$ cat config.mk
export PLATFORM = sky130hd
export DESIGN_NAME = btn_conditioner
export DESIGN_NICKNAME = d
export VERILOG_FILES = /design/src/rtl/btn_conditioner_pkg.sv /design/src/rtl/btn_cond_ch.sv /design/src/rtl/btn_conditioner.sv
export SDC_FILE = /design/constraint.sdc
export NUM_CORES = 1
export LEC_CHECK = 0
export BUFFER_PORTS_ARGS = -buffer_cell sky130_fd_sc_hd__buf_2
export CAP_MARGIN = 0
export CORE_MARGIN = 5
export CORE_UTILIZATION = 57
export DETAILED_ROUTE_END_ITERATION = 8
export PLACE_DENSITY = 0.74
export SLEW_MARGIN = 0
export SYNTH_ARGS = -nofsm -noshare
export SYNTH_HDL_FRONTEND = slang
export SYNTH_HIERARCHICAL = 1
export SYNTH_SLANG_ARGS = --single-unit
$ cat constraint.sdc
create_clock -name clk -period 6.7 [get_ports clk]
set_clock_uncertainty 0.05 [all_clocks]
set_input_delay 1.005 -clock clk [delete_from_list [all_inputs] [get_ports clk]]
set_output_delay 1.005 -clock clk [all_outputs]
set_load 0.03 [all_outputs]
$ cat src/rtl/btn_conditioner_pkg.sv
// Shared types and default timing for the pushbutton conditioner.
// State encodings and 100 MHz timing defaults live here so every channel agrees on them.
package btn_conditioner_pkg;

    typedef enum logic [1:0] {
        ST_IDLE = 2'd0,
        ST_WAIT = 2'd1,
        ST_RPT  = 2'd2
    } rpt_state_t;

    localparam int DEF_N_BTN      = 4;
    localparam int DEF_DB_CYCLES  = 1_000_000;
    localparam int DEF_RPT_DELAY  = 50_000_000;
    localparam int DEF_RPT_PERIOD = 10_000_000;

    function automatic int max_int(input int a, input int b);
        return (a > b) ? a : b;
    endfunction

endpackage

$ cat src/rtl/btn_cond_ch.sv
// One pushbutton channel: 2-FF synchroniser, stable-time debouncer,
// press/release edge pulses and a hold-to-auto-repeat state machine.
module btn_cond_ch
    import btn_conditioner_pkg::*;
#(
    parameter int DB_CYCLES  = DEF_DB_CYCLES,
    parameter int RPT_DELAY  = DEF_RPT_DELAY,
    parameter int RPT_PERIOD = DEF_RPT_PERIOD
) (
    input  logic clk,
    input  logic reset_n,
    input  logic btn_raw,
    input  logic rpt_en,
    output logic btn_level,
    output logic btn_press,
    output logic btn_release,
    output logic btn_pulse
);

    localparam int DB_W  = $clog2(DB_CYCLES);
    localparam int TMR_W = $clog2(max_int(RPT_DELAY, RPT_PERIOD));

    localparam logic [DB_W-1:0]  DB_LAST     = DB_W'(DB_CYCLES - 1);
    localparam logic [TMR_W-1:0] DELAY_LAST  = TMR_W'(RPT_DELAY - 1);
    localparam logic [TMR_W-1:0] PERIOD_LAST = TMR_W'(RPT_PERIOD - 1);

    logic             s1;
    logic             s2;
    logic [DB_W-1:0]  db_cnt;
    logic [TMR_W-1:0] tmr;
    rpt_state_t       state;

    logic db_done;
    logic rise;
    logic fall;

    // The level flips on the edge where the mismatch has lasted DB_CYCLES cycles.
    assign db_done = (s2 != btn_level) && (db_cnt == DB_LAST);
    assign rise    = db_done && s2;
    assign fall    = db_done && !s2;

    always_ff @(posedge clk or negedge reset_n) begin
        if (!reset_n) begin
            s1          <= 1'b0;
            s2          <= 1'b0;
            db_cnt      <= '0;
            btn_level   <= 1'b0;
            btn_press   <= 1'b0;
            btn_release <= 1'b0;
        end else begin
            s1          <= btn_raw;
            s2          <= s1;
            btn_press   <= rise;
            btn_release <= fall;
            if (s2 == btn_level) begin
                db_cnt <= '0;
            end else if (db_done) begin
                db_cnt    <= '0;
                btn_level <= s2;
            end else begin
                db_cnt <= db_cnt + 1'b1;
            end
        end
    end

    // A debounced fall always wins: back to IDLE with no repeat pulse that cycle.
    always_ff @(posedge clk or negedge reset_n) begin
        if (!reset_n) begin
            state     <= ST_IDLE;
            tmr       <= '0;
            btn_pulse <= 1'b0;
        end else begin
            btn_pulse <= rise;
            if (fall) begin
                state <= ST_IDLE;
                tmr   <= '0;
            end else begin
                case (state)
                    ST_IDLE: begin
                        if (rise) begin
                            state <= ST_WAIT;
                            tmr   <= '0;
                        end
                    end
                    ST_WAIT: begin
                        if (!rpt_en) begin
                            tmr <= '0;
                        end else if (tmr == DELAY_LAST) begin
                            btn_pulse <= 1'b1;
                            state     <= ST_RPT;
                            tmr       <= '0;
                        end else begin
                            tmr <= tmr + 1'b1;
                        end
                    end
                    ST_RPT: begin
                        if (!rpt_en) begin
                            state <= ST_WAIT;
                            tmr   <= '0;
                        end else if (tmr == PERIOD_LAST) begin
                            btn_pulse <= 1'b1;
                            tmr       <= '0;
                        end else begin
                            tmr <= tmr + 1'b1;
                        end
                    end
                    default: begin
                        state <= ST_IDLE;
                        tmr   <= '0;
                    end
                endcase
            end
        end
    end

endmodule

$ cat src/rtl/btn_conditioner.sv
// Pushbutton front-end: N_BTN identical, fully independent conditioning channels
// feeding the LED counter and PWM brightness logic.
module btn_conditioner
    import btn_conditioner_pkg::*;
#(
    parameter int N_BTN      = DEF_N_BTN,
    parameter int DB_CYCLES  = DEF_DB_CYCLES,
    parameter int RPT_DELAY  = DEF_RPT_DELAY,
    parameter int RPT_PERIOD = DEF_RPT_PERIOD
) (
    input  logic             clk,
    input  logic             reset_n,
    input  logic [N_BTN-1:0] btn_raw,
    input  logic [N_BTN-1:0] rpt_en,
    output logic [N_BTN-1:0] btn_level,
    output logic [N_BTN-1:0] btn_press,
    output logic [N_BTN-1:0] btn_release,
    output logic [N_BTN-1:0] btn_pulse
);

    for (genvar i = 0; i < N_BTN; i++) begin : g_ch
        btn_cond_ch #(
            .DB_CYCLES  (DB_CYCLES),
            .RPT_DELAY  (RPT_DELAY),
            .RPT_PERIOD (RPT_PERIOD)
        ) u_ch (
            .clk         (clk),
            .reset_n     (reset_n),
            .btn_raw     (btn_raw[i]),
            .rpt_en      (rpt_en[i]),
            .btn_level   (btn_level[i]),
            .btn_press   (btn_press[i]),
            .btn_release (btn_release[i]),
            .btn_pulse   (btn_pulse[i])
        );
    end

endmodule

# After elaboration in Yosys (flattened, before gate mapping)

Index checks and enable logic that the tools add are counted.

Register bits: 216
Output and inout port bits: 16
Word-level logic and storage cells: 204

Add/sub/neg operators: 8
Eq/ne operators: 44
Mux-type cells: 84
Bitwise operators: 4
Reduce and logical (&&, ||, !) cells: 28

Operators with widths:

| kind                  | count |
|---|---|
| $mux 26               | 24 |
| $pmux 26 s3           | 4 |
| $mux 20               | 8 |
| $add 26x1->26 const B | 4 |
| $eq 26x24->1 const B  | 4 |
| $eq 26x26->1 const B  | 4 |
| $add 20x1->20 const B | 4 |
| $eq 20x20->1 const B  | 4 |
| $mux 2                | 20 |
| $ne 3x1->1 const B    | 8 |
| $ne 3x2->1 const B    | 8 |
| $pmux 2 s3            | 4 |
| $mux 1                | 20 |
| $reduce_and 4->1      | 4 |
| $logic_and 1x1->1     | 12 |
| $eq 2x1->1 const B    | 4 |
| $eq 2x2->1 const B    | 4 |
| $logic_not 2->1       | 4 |
| $pmux 1 s2            | 4 |
| $reduce_and 2->1      | 4 |
| $eq 1x1->1            | 4 |
| $logic_not 1->1       | 4 |
| $ne 1x1->1            | 4 |
| $not 1->1             | 4 |

# Depth between registers and ports, before layout

Gate-level depths: netlist of the first run.

Word-level depth: 7
Mapped depth: 8
Mapped depth without buffers: 7

# Hierarchy

The synthesis of the first run kept the hierarchy.

Modules (own cells, without submodules):

| module                         | instances | cells an instance | area an instance (um^2) | sequential area each (um^2) |
|---|---|---|---|---|
| btn_cond_ch (g_ch[0].u_ch ...) | 3         | 309               | 2,906.5                 | 1,351.3 |
| btn_cond_ch (g_ch[3].u_ch)     | 1         | 323               | 2,962.8                 | 1,351.3 |

# Least setup slack after synthesis of the first run

No wires, ideal clock.

Path kind: register -> register
From: register g_ch[0].u_ch.tmr[7]
To: register g_ch[0].u_ch.tmr[11]
Setup time: 127 ps
Data arrival time: 2,395 ps
Required time: 6,523 ps
Setup slack: 4,128 ps
Stages on the path, launching flop included: 9
Path buffers: 2
Clock period less this slack: 2,572 ps
Path through: dfrtp_1 buf_6 or4_1 or4_4 o41ai_4 a211oi_4 buf_6 a21oi_1 o22ai_1

Cells in the longest elaborated chain, start to end: 5
Elaborated cells on any way between the ends: 9
Those cells by class: 1 x add/sub; 2 x eq/ne; 6 x mux

RTL lines:

| element                               | RTL line                              | RTL |
|---|---|---|
| start, declared                       | btn_cond_ch.sv:30                     | `logic [TMR_W-1:0] tmr;` |
| start signal, assigned                | btn_cond_ch.sv:93                     | `tmr <= tmr + 1'b1;` |
| start signal, assigned                | btn_cond_ch.sv:104                    | `tmr <= tmr + 1'b1;` |
| $add 26x1->26 (tied with other cells) | btn_cond_ch.sv:93, btn_cond_ch.sv:104 |  |
| $mux 26, on equally long branches     | btn_cond_ch.sv:100, btn_cond_ch.sv:88 |  |
| $mux 26, on equally long branches     | btn_cond_ch.sv:97, btn_cond_ch.sv:86  |  |
| $pmux 26 s3 (*)                       | btn_cond_ch.sv:78                     | `case (state)` |
| $mux 26 (*)                           | btn_cond_ch.sv:74                     | `if (fall) begin` |

Mark *: on every way between the ends. The rest lies on a longest branch, timed or not.
A chain may end at the register's enable or synchronous reset.

# Final worst setup path of the first run

From: register g_ch[1].u_ch.tmr[7]
To: register g_ch[1].u_ch.tmr[22]

Cells in the longest elaborated chain, start to end: 5
Elaborated cells on any way between the ends: 9
Those cells by class: 1 x add/sub; 2 x eq/ne; 6 x mux

RTL lines:

| element                               | RTL line |
|---|---|
| start, declared                       | btn_cond_ch.sv:30 |
| start signal, assigned                | btn_cond_ch.sv:93 |
| start signal, assigned                | btn_cond_ch.sv:104 |
| $add 26x1->26 (tied with other cells) | btn_cond_ch.sv:93, btn_cond_ch.sv:104 |
| $mux 26, on equally long branches     | btn_cond_ch.sv:100, btn_cond_ch.sv:88 |
| $mux 26, on equally long branches     | btn_cond_ch.sv:97, btn_cond_ch.sv:86 |
| $pmux 26 s3 (*)                       | btn_cond_ch.sv:78 |
| $mux 26 (*)                           | btn_cond_ch.sv:74 |

Marks and branches as above.

==> impl_metrics.py, run 1 <==
metrics = {
    "global_route": {
        "grt.total_usage": 0.196,
        "grt_first_pass_wirelength_um": 40500,
        "overflow": 0,
        "grt_max_degree": 112,
        "grt_pass1_vias": 8789,
        "antenna_found_initial": 0,
    },
    "die": {
        "coreArea_um2": 20200,
        "fp.dieW_um": 153,
        "start_util": 0.577,
        "dieArea_um2": 23500,
        "io-pin-count": 26,
        "die_h_um": 153,
        "rows": 52,
    },
    "power": {
        "p_clk_frac": 0.511,
        "seqPwrFrac": 0.471,
        "switching_share": 0.201,
        "p_comb_frac": 0.018,
        "vdd_drop_max_mv": 0.180,
        "p_sw_uw": 564,
        "powerDensity_nw_per_um2": 218,
        "p_int_mw": 2.24,
        "p_leak_nw": 5.47,
    },
    "timing": {
        "tightest_slew_ps": 992,
        "final_hold_viol_count": 0,
        "layout_setup_ws_ps": 3870,
        "fin_crit_sh": 0.423,
        "setup_violations": 0,
        "final-max-slew-violation-count": 0,
        "rsz0062_at_grt": "false",
        "max_slew_margin": 0.332,
        "setup-tns-final_ps": 0,
        "fmaxAchievable_mhz": 353,
        "period_minus_slack_ps": 2830,
    },
    "clocking": {
        "root_buffer": "clkbuf_16",
        "cts_made_buffers": 26,
        "clk_pin_slew_ps": 60,
        "cts_tree": "yes",
        "post_cts.repair.setup_buffers": 0,
        "clk_path_buf_depth": 3,
        "cts_resized": 0,
        "htree_num_levels": 1,
        "cts_sinks": 216,
        "worst_skew_pair.late_latency_ps": 520,
        "cts_hold_buf": 0,
    },
    "min_path": {
        "holdPathStages": 0,
        "worstHoldPathType": "reg -> reg",
    },
    "yosys": {
        "avgSynthCellArea_um2": 9.35,
        "syn_inst": 1250,
        "netlist_area_um2": 11700,
        "ys.warnings.count": 6,
        "async_flop_share": 1.00,
        "synth_ff_type": "dfrtp_1",
        "synth-edff-count": 0,
        "yosysUniqueCellTypes": 61,
        "syn_nets": 1284,
        "ys_seq_area_frac": 0.463,
        "ys_ff_latch": 216,
    },
    "setup_path": {
        "crit_type": "reg -> reg",
        "path_buf_inv": 0,
        "worstPathArrival_ps": 3160,
        "crit_cells": 6,
        "slowest_delay_ps": 530,
        "crit_family": "simple AND/OR/NAND/NOR gates",
        "critPathRequiredTime_ps": 7030,
        "cp_slowest_cell": "or4_4",
        "path_cells": "or4_1 > or4_4 > o41ai_4 > a211oi_4 > nor2_4 > nor2_1",
        "cp_max_fo": 14,
        "cp-start-kind": "flop",
        "reg2regPathDepth": 6,
        "end_kind": "flop",
    },
    "place": {
        "gp_congestion": 0.813,
        "io_buffers": 25,
        "hpwl_um": 15100,
        "pre_cts_slack_ps": 3890,
    },
    "final_layout": {
        "antennaDiodeCount": 0,
        "drive_gt1_frac": 0.0895,
        "seqCellArea_um2": 5410,
        "nets": 1303,
        "area_growth_pct": 10.1,
        "multi_input_area_um2": 5820,
        "n_fill_cell": 1683,
    },
    "drt": {
        "first_pass_iters": 6,
        "drc": 0,
        "vias": 9056,
        "postRouteAntennaNets": 0,
        "first_iter_violations": 435,
        "wl_per_cell_um": 14.8,
        "routed_wl_um": 23100,
        "routed_via_density": 5.82,
    },
    "run": {
        "maxCapViolations": 0,
    },
    "run_status": {
        "status": "finished, final reports clean",
    },
}
## final cells by class
class                           count  area share
Multi-Input combinational cell    937       0.453
Timing Repair Buffer               33      0.0152
Clock inverter                      3     0.00525
Tap cell                          270      0.0263
Sequential cell                   216       0.420
Clock buffer                       41      0.0644
Inverter                           55      0.0161
## Yosys cell counts (8+ instances only)
cell type  instances  area (um2)
nand2b_1           8        50.1
nand3_1          104         521
and2_1            15        93.8
ha_1              24         300
xnor2_1           43         377
or3_1             16         100
xor2_1            73         639
o22ai_1           24         150
or2_2              9        56.3
nor4_1            24         150
inv_1             55         206
o311ai_1           9        78.8
nand4_1           64         400
nor2b_1            9        56.3
nor2_1           168         631
dfrtp_1          216        5410
and3_1            36         225
o31ai_1            9        67.6
clkbuf_1          21        78.8
buf_6             12         135
nor3_1            21         105
o21ai_0           23         115
a21oi_1           36         180
nand2_1          103         387
## layout by cell type, fill, tap and decap left out, drive strengths merged, types with 4 or more instances in the layout
cell type	Yosys	final
nor2	171	171
ha	24	24
o22ai	24	24
o41ai	6	6
nor4bb	6	6
nand4	64	64
or2	9	9
inv	55	55
and2	18	18
nor2b	9	9
o21ai	29	29
xnor2	43	43
or4	10	10
nand3	104	104
o211ai	6	6
o311ai	9	9
o31ai	9	9
nand2b	8	8
nand4b	7	7
nor4	27	27
and4	5	5
nor3	21	21
buf	18	33
and3	36	36
a21oi	39	39
or3	19	19
dfrtp	216	216
a211oi	4	4
mux2i	7	7
clkbuf	24	41
nand2	107	107
a22oi	7	7
xor2	73	73
nor4b	8	8
## worst paths after layout
kind | from | end | slack, ps
max | g_ch[1].u_ch/tmr[7] | g_ch[1].u_ch/tmr[22] | 3870
min | g_ch[0].u_ch/s1 | g_ch[0].u_ch/s2 | 300
max reg2reg | g_ch[1].u_ch/tmr[7] | g_ch[1].u_ch/tmr[22] | 3870
min reg2reg | g_ch[0].u_ch/s1 | g_ch[0].u_ch/s2 | 300
max in group asynchronous | reset_n | g_ch[2].u_ch/db_cnt[16] | 4680
min in group asynchronous | reset_n | g_ch[1].u_ch/db_cnt[11] | 470
## cell families after synthesis
group	share of synthesized area
buffers and inverters	0.0398
XOR/XNOR	0.0870
AND/OR/NAND/NOR	0.286
adder cells (fa/ha/maj)	0.0257
multiplexers	0.00600
flip-flops	0.463
AO/OA/AOI/OAI	0.0925
## power groups by stage
| stage | Clock [mW] | Combinational (mW) | Sequential (mW) |
|---|---|---|---|
| after global routing | 1.52 | 0.0610 | 1.32 |
| after global placement | 0 | 0.0527 | 1.34 |
| after CTS | 1.47 | 0.0539 | 1.32 |
| after floorplan | 0 | 0.0191 | 1.34 |
| after detailed placement | 0 | 0.0537 | 1.34 |
| final | 1.43 | 0.0508 | 1.32 |
## worst reg2reg max path: cells and delay by family, from the launching register on
family | cells | cell delay, ps
AOI/OAI and AO/OA | 2 | 700
and+or+nand+nor | 4 | 1480
DFF | 1 | 470
## stage by stage
step | total power, mW | cells | util | instance area, um2 | hold WS [ps]
CTS | 2.84 | 1555 | 0.636 | 12900 | 298
global route | 2.90 | 1555 | 0.636 | 12900 | 312
global placement | 1.40 | 1511 | 0.591 | 12000 | 284
detailed placement | 1.40 | 1511 | 0.591 | 12000 | 286
finish | 2.80 | 1555 | 0.636 | 12900 | 299
floorplan | 1.36 | 1250 | - | 11700 | 281
## flip-flops by register name, summed over array words and instances (netlist names)
register	cells
g_ch.u_ch/s2	4
g_ch.u_ch/s1	4
g_ch.u_ch/state	8
g_ch.u_ch/btn_level	4
g_ch.u_ch/btn_press	4
g_ch.u_ch/btn_release	4
g_ch.u_ch/db_cnt	80
g_ch.u_ch/tmr	104
g_ch.u_ch/btn_pulse	4
## layer usage
layer,wire [um],global-route usage,vias up
li1,-,-,4485
met1,10700,0.273,4366
met2,11100,0.326,169
met3,783,0.0263,36
met4,466,0.0492,0
met5,0,0,-
No activity file was read; power rests on OpenSTA's default activity.
==> run 2: changes to the inputs <==
--- a/config.mk
+++ b/config.mk
@@ -5,12 +5,13 @@
 export SDC_FILE = /design/constraint.sdc
 export NUM_CORES = 1
 export LEC_CHECK = 0
+export ABC_AREA = 1
 export BUFFER_PORTS_ARGS = -buffer_cell sky130_fd_sc_hd__buf_2
 export CAP_MARGIN = 0
 export CORE_MARGIN = 5
 export CORE_UTILIZATION = 57
 export DETAILED_ROUTE_END_ITERATION = 8
-export PLACE_DENSITY = 0.74
+export PLACE_DENSITY = 0.73
 export SLEW_MARGIN = 0
 export SYNTH_ARGS = -nofsm -noshare
 export SYNTH_HDL_FRONTEND = slang
==> constraint.sdc (replaced) <==
create_clock -name clk -period 2.96 [get_ports clk]
set_clock_uncertainty 0.05 [all_clocks]
set_input_delay 0.444 -clock clk [delete_from_list [all_inputs] [get_ports clk]]
set_output_delay 0.444 -clock clk [all_outputs]
set_load 0.03 [all_outputs]
==> run 2 against run 1 <==
Effect of this change:
- register-to-register slack worse by 2900 ps
- sequential share of layout area is 4.9 points lower
- combinational power grew to 2.8 times the previous value
- sequential power is 130% higher
- worst setup slack worse by 2900 ps
- cell count is 39% higher
- area after synthesis is 15% higher
- clock power is 110% higher
- count of clock-buffer cells in the layout stayed put
- largest power group is now registers
- highest routed layer unchanged
==> impl_metrics.py, run 2 <==
metrics = {
    "timing": {
        "tightest_slew_ps": 684,
        "fmaxAchievable_mhz": 496,
        "period_minus_slack_ps": 2020,
        "final-max-slew-violation-count": 0,
        "rsz0062_at_grt": "false",
        "fin_crit_sh": 0.681,
        "final_hold_viol_count": 0,
        "max_slew_margin": 0.544,
        "setup-tns-final_ps": 0,
        "setup_violations": 0,
    },
    "setup_path": {
        "reg2reg_slack_ps": 940,
        "crit_family": "simple AND/OR/NAND/NOR gates",
        "crit_type": "reg -> reg",
        "path_cells": "ha_1 > nand3_1 > nor3_1 > nand3_1 > nor3_1 > nand2_1 > nand2_1 > nand2_1 > nor2_2",
        "cp-startpoint": "g_ch[0].u_ch/tmr[1]",
        "end_kind": "flop",
        "slowest_delay_ps": 370,
        "crit_end": "g_ch[0].u_ch/tmr[24]",
        "reg2reg_to": "g_ch[0].u_ch/tmr[24]",
        "cp_max_fo": 3,
        "cp_slowest_cell": "dfrtp_1",
        "cp_common_cell": "nand2_1",
        "reg2reg_from": "g_ch[0].u_ch/tmr[1]",
        "path_buf_inv": 0,
        "cp-start-kind": "flop",
        "reg2regPathDepth": 9,
        "critPathRequiredTime_ps": 3360,
        "worstPathArrival_ps": 2420,
        "crit_cells": 9,
    },
    "clocking": {
        "cts_tree": "yes",
        "cts_made_buffers": 25,
        "htree_num_levels": 1,
        "cts_sinks": 216,
        "clk_pin_slew_ps": 60,
        "cts_hold_buf": 5,
        "clk_path_buf_depth": 3,
        "root_buffer": "clkbuf_16",
        "worst_skew_pair.late_latency_ps": 520,
        "cts_resized": 0,
        "post_cts.repair.setup_buffers": 0,
    },
    "yosys": {
        "syn_nets": 1831,
        "avgSynthCellArea_um2": 7.47,
        "synth-edff-count": 0,
        "ys.warnings.count": 6,
        "yosysMostFrequentCell": "nand2_1",
        "ys_seq_area_frac": 0.403,
        "yosysTopAreaCell": "dfrtp_1",
        "synth_top_area_frac": 0.403,
        "async_flop_share": 1.00,
        "yosysUniqueCellTypes": 45,
        "syn_inst": 1797,
        "synthTopCellsByArea": "dfrtp_1 40%, nand2_1 11%, nor2_1 7.8%, inv_1 6.5%, nand3_1 5.7%",
        "ys_ff_latch": 216,
        "synth_common_cells": "385 x nand2_1, 278 x nor2_1, 234 x inv_1",
        "synth_ff_type": "dfrtp_1",
        "netlist_area_um2": 13400,
    },
    "global_route": {
        "overflow": 0,
        "grt_max_degree": 88,
        "grt.total_usage": 0.214,
        "grt_pass1_vias": 11000,
        "grt_first_pass_wirelength_um": 49300,
        "antenna_found_initial": 0,
    },
    "final_layout": {
        "stdcell_count": 2167,
        "drive_gt1_frac": 0.110,
        "largest_register_ffs": 104,
        "area_growth_pct": 8.53,
        "n_fill_cell": 2103,
        "nets": 1864,
        "layout_commonest_cell": "nand2_1",
        "antennaDiodeCount": 0,
        "top_register": "g_ch.u_ch/tmr",
        "final_cell_mix": "385 x nand2_1, 278 x nor2_1, 234 x inv_1, 216 x dfrtp_1, 153 x nand3_1",
        "top_regs": "g_ch.u_ch/tmr (104), g_ch.u_ch/db_cnt (80), g_ch.u_ch/state (8)",
    },
    "min_path": {
        "holdPathStages": 5,
        "worstHoldPathType": "in -> reg",
        "min_from": "rpt_en[0]",
    },
    "drt": {
        "first_iter_violations": 711,
        "routed_via_density": 5.23,
        "drc": 0,
        "postRouteAntennaNets": 0,
        "wl_per_cell_um": 12.7,
        "routed_wl_um": 27600,
        "first_pass_iters": 5,
        "vias": 11300,
    },
    "die": {
        "rows": 56,
        "coreArea_um2": 23300,
        "start_util": 0.576,
        "dieArea_um2": 26700,
        "fp.dieW_um": 163,
        "die_h_um": 163,
        "io-pin-count": 26,
    },
    "power": {
        "powerDensity_nw_per_um2": 419,
        "vdd_drop_max_mv": 0.437,
        "p_leak_nw": 7.40,
    },
    "place": {
        "gp_congestion": 0.911,
        "io_buffers": 25,
        "hpwl_um": 20000,
        "dpl.cell_count": 2117,
    },
    "run_status": {
        "status": "finished, final reports clean",
    },
    "run": {
        "maxCapViolations": 0,
    },
}
-- run 2: changes by cell type in the layout (fill, tap and decap cells not counted), moves of 33 or more --
cell and change:
and3_1 -33, inv_1 +179, nand2_1 +282, nand3_1 +49
nor2_1 +110, nor2_2 +64, nor3_1 +40, xnor2_1 -42
-- run 2: worst min-delay path by stage --
stage                             endpoint  slack (ps)
floorplan           g_ch[0].u_ch/btn_level         100
global placement           g_ch[3].u_ch/s2         280
detailed placement         g_ch[2].u_ch/s2         280
CTS                    g_ch[3].u_ch/tmr[8]         250
global route           g_ch[3].u_ch/tmr[8]         280
finish              g_ch[0].u_ch/btn_pulse         280
-- run 2: cell type report --
cell class | count | area, um2 | share of cell area
inverters | 254 | 977 | 0.0671
well taps | 319 | 399 | 0.0274
flip-flops and latches | 216 | 5410 | 0.371
multi-input cells | 1299 | 6730 | 0.461
clock buffers | 41 | 786 | 0.0539
clock inverters | 4 | 27.5 | 0.00189
repair buffers | 34 | 253 | 0.0173
-- run 2: kinds of logic (layout without fill, tap and decap cells) --
| family | after synthesis | after routing | share of synthesized area |
|---|---|---|---|
| flip-flops | 216 | 216 | 0.403 |
| adder cells (fa/ha/maj) | 24 | 24 | 0.0224 |
| XOR/XNOR | 69 | 69 | 0.0450 |
| buffers and inverters | 282 | 333 | 0.0966 |
| AO/OA/AOI/OAI | 120 | 120 | 0.0506 |
| AND/OR/NAND/NOR | 1086 | 1086 | 0.383 |
-- run 2: per-layer routing --
metal / global-route usage / up-vias / share of wire
met1: 0.298 / 5255 / 0.47
met4: 0.0503 / 0 / 0.018
met2: 0.356 / 251 / 0.47
met3: 0.0295 / 37 / 0.041
met5: 0 / - / 0
li1: - / 5797 / -
-- run 2: through the flow --
| stage | utilization | setup WS [ps] | total power, mW | hold WS (ps) | instance area [um2] |
|---|---|---|---|---|---|
| after floorplan | - | 1220 | 3.08 | 98.4 | 13400 |
| after global placement | 0.588 | 1060 | 3.18 | 282 | 13700 |
| after detailed placement | 0.588 | 998 | 3.18 | 285 | 13700 |
| after CTS | 0.625 | 992 | 6.21 | 247 | 14600 |
| after global routing | 0.625 | 645 | 6.35 | 278 | 14600 |
| final | 0.625 | 944 | 6.10 | 282 | 14600 |
-- run 2: worst register-to-register path: cells and delay by family (launching register included) --
kind                     cells  cell delay [ps]
adder cells (fa/ha/maj)      1              200
flip-flops                   1              370
AND/OR/NAND/NOR              8             1350
-- run 2: power breakdown --
group          switching [mW]  total, mW  internal [mW]
sequential             0.0144       2.99           2.97
combinational           0.103      0.140         0.0368
clock                    1.18       2.98           1.80
